**src/rtl/axi_pkg.sv**
```systemverilog
// Shared AXI read-path types and defaults, common to the read initiator and the read slave.
package axi_pkg;

  localparam int unsigned AxiAddrBits = 32;
  localparam int unsigned AxiDataBits = 32;
  localparam int unsigned AxiLenBits  = 8;
  localparam int unsigned AxiSizeBits = 3;

  typedef enum logic [1:0] {
    BurstFixed = 2'b00,
    BurstIncr  = 2'b01,
    BurstWrap  = 2'b10,
    BurstRsvd  = 2'b11
  } burst_t;

  typedef enum logic [1:0] {
    RespOkay   = 2'b00,
    RespExokay = 2'b01,
    RespSlverr = 2'b10,
    RespDecerr = 2'b11
  } resp_t;

  typedef enum logic [1:0] {
    StIdle = 2'b00,
    StAddr = 2'b01,
    StData = 2'b10
  } rd_state_t;

  function automatic logic [1:0] resp_max(input logic [1:0] a, input logic [1:0] b);
    return (a > b) ? a : b;
  endfunction

endpackage

```
**src/rtl/axi_rd_slice.sv**
```systemverilog
// Single-entry valid/ready register slice; refills in the same cycle its entry drains.
module axi_rd_slice #(
  parameter int unsigned Width = 8
) (
  input  logic             i_clk,
  input  logic             i_rst_n,
  input  logic             i_valid,
  output logic             o_ready,
  input  logic [Width-1:0] i_data,
  output logic             o_valid,
  input  logic             i_ready,
  output logic [Width-1:0] o_data
);

  logic             r_valid;
  logic [Width-1:0] r_data;

  assign o_ready = !r_valid || i_ready;
  assign o_valid = r_valid;
  assign o_data  = r_data;

  always_ff @(posedge i_clk or negedge i_rst_n) begin
    if (!i_rst_n) begin
      r_valid <= 1'b0;
      r_data  <= '0;
    end else if (o_ready) begin
      r_valid <= i_valid;
      if (i_valid) begin
        r_data <= i_data;
      end
    end
  end

endmodule

```
**src/rtl/axi_master_rd.sv**
```systemverilog
// AXI read initiator: one command at a time, AR issue, R beats into a registered output stage,
// merged response and last-beat consistency reported on a done pulse.
module axi_master_rd
  import axi_pkg::*;
#(
  parameter int unsigned ADDR_BITS = AxiAddrBits,
  parameter int unsigned DATA_BITS = AxiDataBits,
  parameter int unsigned LEN_BITS  = AxiLenBits,
  parameter int unsigned SIZE_BITS = AxiSizeBits,
  parameter logic [3:0]  AR_CACHE  = 4'b0000
) (
  input  logic                 aclk,
  input  logic                 areset_n,
  input  logic                 cmd_valid,
  output logic                 cmd_ready,
  input  logic [ADDR_BITS-1:0] cmd_addr,
  input  logic [LEN_BITS-1:0]  cmd_len,
  input  logic [SIZE_BITS-1:0] cmd_size,
  input  logic [1:0]           cmd_burst,
  output logic                 ar_valid,
  input  logic                 ar_ready,
  output logic [ADDR_BITS-1:0] ar_addr,
  output logic [LEN_BITS-1:0]  ar_len,
  output logic [SIZE_BITS-1:0] ar_size,
  output logic [1:0]           ar_burst,
  output logic [3:0]           ar_cache,
  input  logic                 r_valid,
  output logic                 r_ready,
  input  logic [DATA_BITS-1:0] r_data,
  input  logic                 r_last,
  input  logic [1:0]           r_resp,
  output logic                 rd_valid,
  input  logic                 rd_ready,
  output logic [DATA_BITS-1:0] rd_data,
  output logic [1:0]           rd_resp,
  output logic                 rd_last,
  output logic                 done,
  output logic [1:0]           done_resp,
  output logic                 done_last_err
);

  localparam int unsigned MaxSize   = $clog2(DATA_BITS / 8);
  localparam int unsigned SliceBits = DATA_BITS + 3;

  rd_state_t            r_state, w_state_d;
  logic [ADDR_BITS-1:0] r_addr, w_addr_d;
  logic [LEN_BITS-1:0]  r_len, w_len_d;
  logic [SIZE_BITS-1:0] r_size, w_size_d;
  logic [1:0]           r_burst, w_burst_d;
  logic [LEN_BITS-1:0]  r_beat_cnt, w_beat_cnt_d;
  logic [1:0]           r_resp_acc, w_resp_acc_d;
  logic                 r_last_err, w_last_err_d;
  logic                 r_done, w_done_d;
  logic [1:0]           r_done_resp, w_done_resp_d;
  logic                 r_done_last_err, w_done_last_err_d;

  logic                 w_cmd_bad;
  logic                 w_slice_rdy;
  logic                 w_beat;
  logic                 w_cnt_zero;
  logic [SliceBits-1:0] w_slice_in;
  logic [SliceBits-1:0] w_slice_out;

  assign w_cmd_bad  = (cmd_burst == BurstRsvd) || (cmd_size > SIZE_BITS'(MaxSize));
  assign w_cnt_zero = (r_beat_cnt == '0);
  assign w_beat     = r_valid && r_ready;
  assign w_slice_in = {r_data, r_resp, w_cnt_zero};

  assign cmd_ready     = (r_state == StIdle);
  assign ar_valid      = (r_state == StAddr);
  assign ar_addr       = r_addr;
  assign ar_len        = r_len;
  assign ar_size       = r_size;
  assign ar_burst      = r_burst;
  assign ar_cache      = AR_CACHE;
  assign r_ready       = (r_state == StData) && w_slice_rdy;
  assign rd_data       = w_slice_out[SliceBits-1:3];
  assign rd_resp       = w_slice_out[2:1];
  assign rd_last       = w_slice_out[0];
  assign done          = r_done;
  assign done_resp     = r_done_resp;
  assign done_last_err = r_done_last_err;

  axi_rd_slice #(
    .Width (SliceBits)
  ) u_slice (
    .i_clk   (aclk),
    .i_rst_n (areset_n),
    .i_valid (w_beat),
    .o_ready (w_slice_rdy),
    .i_data  (w_slice_in),
    .o_valid (rd_valid),
    .i_ready (rd_ready),
    .o_data  (w_slice_out)
  );

  always_comb begin
    w_state_d         = r_state;
    w_addr_d          = r_addr;
    w_len_d           = r_len;
    w_size_d          = r_size;
    w_burst_d         = r_burst;
    w_beat_cnt_d      = r_beat_cnt;
    w_resp_acc_d      = r_resp_acc;
    w_last_err_d      = r_last_err;
    w_done_d          = 1'b0;
    w_done_resp_d     = r_done_resp;
    w_done_last_err_d = r_done_last_err;
    unique case (r_state)
      StIdle: begin
        if (cmd_valid) begin
          if (w_cmd_bad) begin
            // Rejected without touching the bus; report as a slave error.
            w_done_d          = 1'b1;
            w_done_resp_d     = RespSlverr;
            w_done_last_err_d = 1'b0;
          end else begin
            w_addr_d  = cmd_addr;
            w_len_d   = cmd_len;
            w_size_d  = cmd_size;
            w_burst_d = cmd_burst;
            w_state_d = StAddr;
          end
        end
      end
      StAddr: begin
        if (ar_ready) begin
          w_beat_cnt_d = r_len;
          w_state_d    = StData;
        end
      end
      StData: begin
        if (w_beat) begin
          w_resp_acc_d = resp_max(r_resp_acc, r_resp);
          w_last_err_d = r_last_err || (r_last != w_cnt_zero);
          w_beat_cnt_d = r_beat_cnt - 1'b1;
          // The internal count, not r_last, ends the burst.
          if (w_cnt_zero) begin
            w_done_d          = 1'b1;
            w_done_resp_d     = w_resp_acc_d;
            w_done_last_err_d = w_last_err_d;
            w_resp_acc_d      = '0;
            w_last_err_d      = 1'b0;
            w_beat_cnt_d      = '0;
            w_state_d         = StIdle;
          end
        end
      end
      default: w_state_d = StIdle;
    endcase
  end

  always_ff @(posedge aclk or negedge areset_n) begin
    if (!areset_n) begin
      r_state         <= StIdle;
      r_addr          <= '0;
      r_len           <= '0;
      r_size          <= '0;
      r_burst         <= '0;
      r_beat_cnt      <= '0;
      r_resp_acc      <= '0;
      r_last_err      <= 1'b0;
      r_done          <= 1'b0;
      r_done_resp     <= '0;
      r_done_last_err <= 1'b0;
    end else begin
      r_state         <= w_state_d;
      r_addr          <= w_addr_d;
      r_len           <= w_len_d;
      r_size          <= w_size_d;
      r_burst         <= w_burst_d;
      r_beat_cnt      <= w_beat_cnt_d;
      r_resp_acc      <= w_resp_acc_d;
      r_last_err      <= w_last_err_d;
      r_done          <= w_done_d;
      r_done_resp     <= w_done_resp_d;
      r_done_last_err <= w_done_last_err_d;
    end
  end

endmodule

```
**config.mk**
```make
export PLATFORM = sky130hd
export DESIGN_NAME = axi_master_rd
export DESIGN_NICKNAME = d
export VERILOG_FILES = /design/src/rtl/axi_pkg.sv /design/src/rtl/axi_rd_slice.sv /design/src/rtl/axi_master_rd.sv
export SDC_FILE = /design/constraint.sdc
export NUM_CORES = 1
export LEC_CHECK = 0
export CAP_MARGIN = 20
export CORE_AREA = 2 2 106 108
export CTS_CLUSTER_DIAMETER = 60
export DETAILED_ROUTE_END_ITERATION = 6
export DIE_AREA = 0 0 108 110
export PLACE_DENSITY = 0.75
export SKIP_CTS_REPAIR_TIMING = 1
export SLEW_MARGIN = 5
export SYNTH_ARGS = -nofsm -noshare
export SYNTH_HDL_FRONTEND = slang
export SYNTH_HIERARCHICAL = 1
export SYNTH_SLANG_ARGS = --single-unit
```
**constraint.sdc**
```tcl
create_clock -name aclk -period 2.45 [get_ports aclk]
set_input_delay 0.49 -clock aclk [delete_from_list [all_inputs] [get_ports aclk]]
set_output_delay 0.49 -clock aclk [all_outputs]
set_load 0.01 [all_outputs]
```
==> results.toml <==
[sta]
fin_crit_sh_pct = 91.71
timing.final.ws_setup_ps = 203.2
rsz0062_at_grt = "false"
fin_worst_skew_ps = 7.836
fin_tns_setup_ps = 0
min_period_ps = 2247
hold_viol = 0
max_freq_mhz = 445.1
maxSlewViolCount = 0
final-setup-viol-count = 0

[setup_path]
crit_type = "in2out"
arrival_ps = 1760
crit_path_start_kind = "primary input"
reg2reg_slack_ps = 460
path_max_fanout = 4
endpoint_kind = "output port"
critPathRequiredTime_ps = 1960

[floorplan]
coreArea_mm2 = 0.01070
die_w_um = 108
start_util_pct = 39.42
die_area_mm2 = 0.01188
die_h_um = 110
rows = 38
ios = 178

[clocking]
h-tree-depth = 3
cts_tree = "yes"
numCtsBuffers = 9
clock_sinks = 98
cts_root_buffer = "clkbuf_8"
clockBufferDepth = 2
clkSlewWorstSetupHoldPaths_ps = 80
clock_latency_ps = 350

[yosys]
yosys_warnings = 6
synth_cell_types = 47
async_flop_share_pct = 100.0
syn_area_mm2 = 0.004217
ys_seq_area_share_pct = 58.16
synth_seq_cells = 98
netlist_instances = 290
synth_ff_type = "dfrtp_1"
synth_edf_count = 0
synth.largest_area_cell = "dfrtp_1"
synth_top_area_share_pct = 58.16
syn_avg_cell_area_um2 = 14.54
synth_area_leaders = "dfrtp_1 58%, mux2_2 13%, mux2_4 11%"

[global_route]
gr-usage-all-layers_pct = 16.18
grt_pass1_wl_um = 15020
grt_pass1_vias = 3189
grt_max_degree = 53
grt_overflow_total = 0
antenna_found_initial = 0

[pwr]
p_sw_share_pct = 30.91
pwr-share-comb_pct = 47.8
p_seq_share_pct = 37.9
p_clk_share_pct = 14.3
p_int_w = 0.005235
power.density_mw_per_mm2 = 1191
finalPower_w = 0.007577
switching_power_w = 0.002342
leakage_nw = 2.816
ir_drop_mv = 0.7164

[placed_design]
dp.cells = 600
dpl_worst_slack_ps = 197.7
io_buffers = 173
place_congestion = 0.7965
place_hpwl_um = 6934

[detailed_routing]
routed_wl_um = 9399
vias = 2960
wl_per_cell_um = 15.23
dr.pass1.iters = 5
ant_nets = 0
drc = 0
drtIter0Drc = 100
vias_per_cell = 4.797

[layout]
register_area_mm2 = 0.002452
syn_to_final_growth_pct = 50.83
drive_gt1_share_pct = 23.90
nFillCells = 898
mostFrequentLayoutCells = "172 x clkdlybuf4s50_1, 98 x dfrtp_1, 49 x mux2_2, 30 x mux2_4"
utilization_pct = 59.45
fin_cells = 617
n_antenna_cell = 0
final_nets = 563
multiInputGateArea_mm2 = 0.001625
layout_commonest_cell = "clkdlybuf4s50_1"

[worst_hold_path]
worstHoldPathType = "reg2reg"

[outcome]
status = "complete, no violations"

[run]
maxCapViolCount = 0
worst max-delay path, stage by stage:
cell and delay (ps):
clkdlybuf4s50_1 450, nand2b_4 140, inv_1 50, nor2_1 90, clkdlybuf4s50_1 540
cell families (layout without fill, tap and decap cells):
kind of cell	after synthesis	after routing	share of synthesized area (%)
buffers and inverters	28	212	3.679
muxes	80	80	24.04
DFF	98	98	58.16
adders and majority gates	5	5	1.484
and+or+nand+nor	39	39	5.579
AOI/OAI and AO/OA	39	39	6.973
other	1	4	0.08894
through the flow:
step                      hold WS (ps)  area [um^2]
after floorplan                  194.4         4228
after global placement           368.9         6136
after detailed placement         370.8         6136
after CTS                       -30.91         6350
after global routing             521.9         6360
final                            492.8         6360
registers in the layout, summed over array words and instances (netlist names):
register	flops
r_last_err	1
r_beat_cnt	8
ar_burst	2
u_slice/o_valid	1
done_resp	2
r_resp_acc	2
ar_len	8
ar_size	3
ar_addr	32
r_state	2
done_last_err	1
u_slice/o_data	35
done	1
Yosys cell counts (2+ instances only):
library cell  instances
dfrtp_1              98
mux2_2               49
mux2_4               30
inv_1                12
nor2_1                9
nand2_1               8
o21ai_0               8
a22o_1                6
ha_1                  5
nand2b_1              5
a21oi_1               4
buf_2                 4
buf_4                 4
buf_6                 4
nor3_1                3
o21ai_1               3
clkbuf_1              2
nand3b_1              2
o211ai_1              2
o21a_1                2
o22ai_1               2
o31ai_1               2
or4_1                 2
power by group through the flow:
stage	Sequential [W]	Combinational, W	Clock [W]
2_1_floorplan	0.00315	0.00150	0
3_3_place_gp	0.00287	0.00357	0
3_5_place_dp	0.00290	0.00365	0
5_1_grt	0.00297	0.00390	0.00121
6_report	0.00287	0.00362	0.00108
4_1_cts	0.00288	0.00367	0.00114
layout make-up:
type                       count  area share (%)
clock buffer                  12           2.597
clock inverter                 4          0.7673
inverter                      13          0.7673
multi-input combinational    167           25.56
sequential                    98           38.56
tap                          140           2.754
timing repair buffer         183           29.00
layer usage:
layer | track usage, % | routed length, um
met5 | 0 | 0
met4 | 7.051 | 148
met3 | 5.526 | 787
met2 | 26.77 | 4516
met1 | 19.27 | 3947
path summary, 6_finish.rpt:
path | startpoint | to | depth (start not counted)
worst max-delay path | rd_ready | r_ready | 5
worst min-delay path | ar_size[2] | ar_size[2] | 1
worst max register to register | r_beat_cnt[0] | r_beat_cnt[5] | 6
worst min register to register | ar_size[2] | ar_size[2] | 1
max in group asynchronous | areset_n | u_slice/o_data[27] | 3
min in group asynchronous | areset_n | u_slice/o_data[9] | 2
Power figures use the tool's default switching activity.
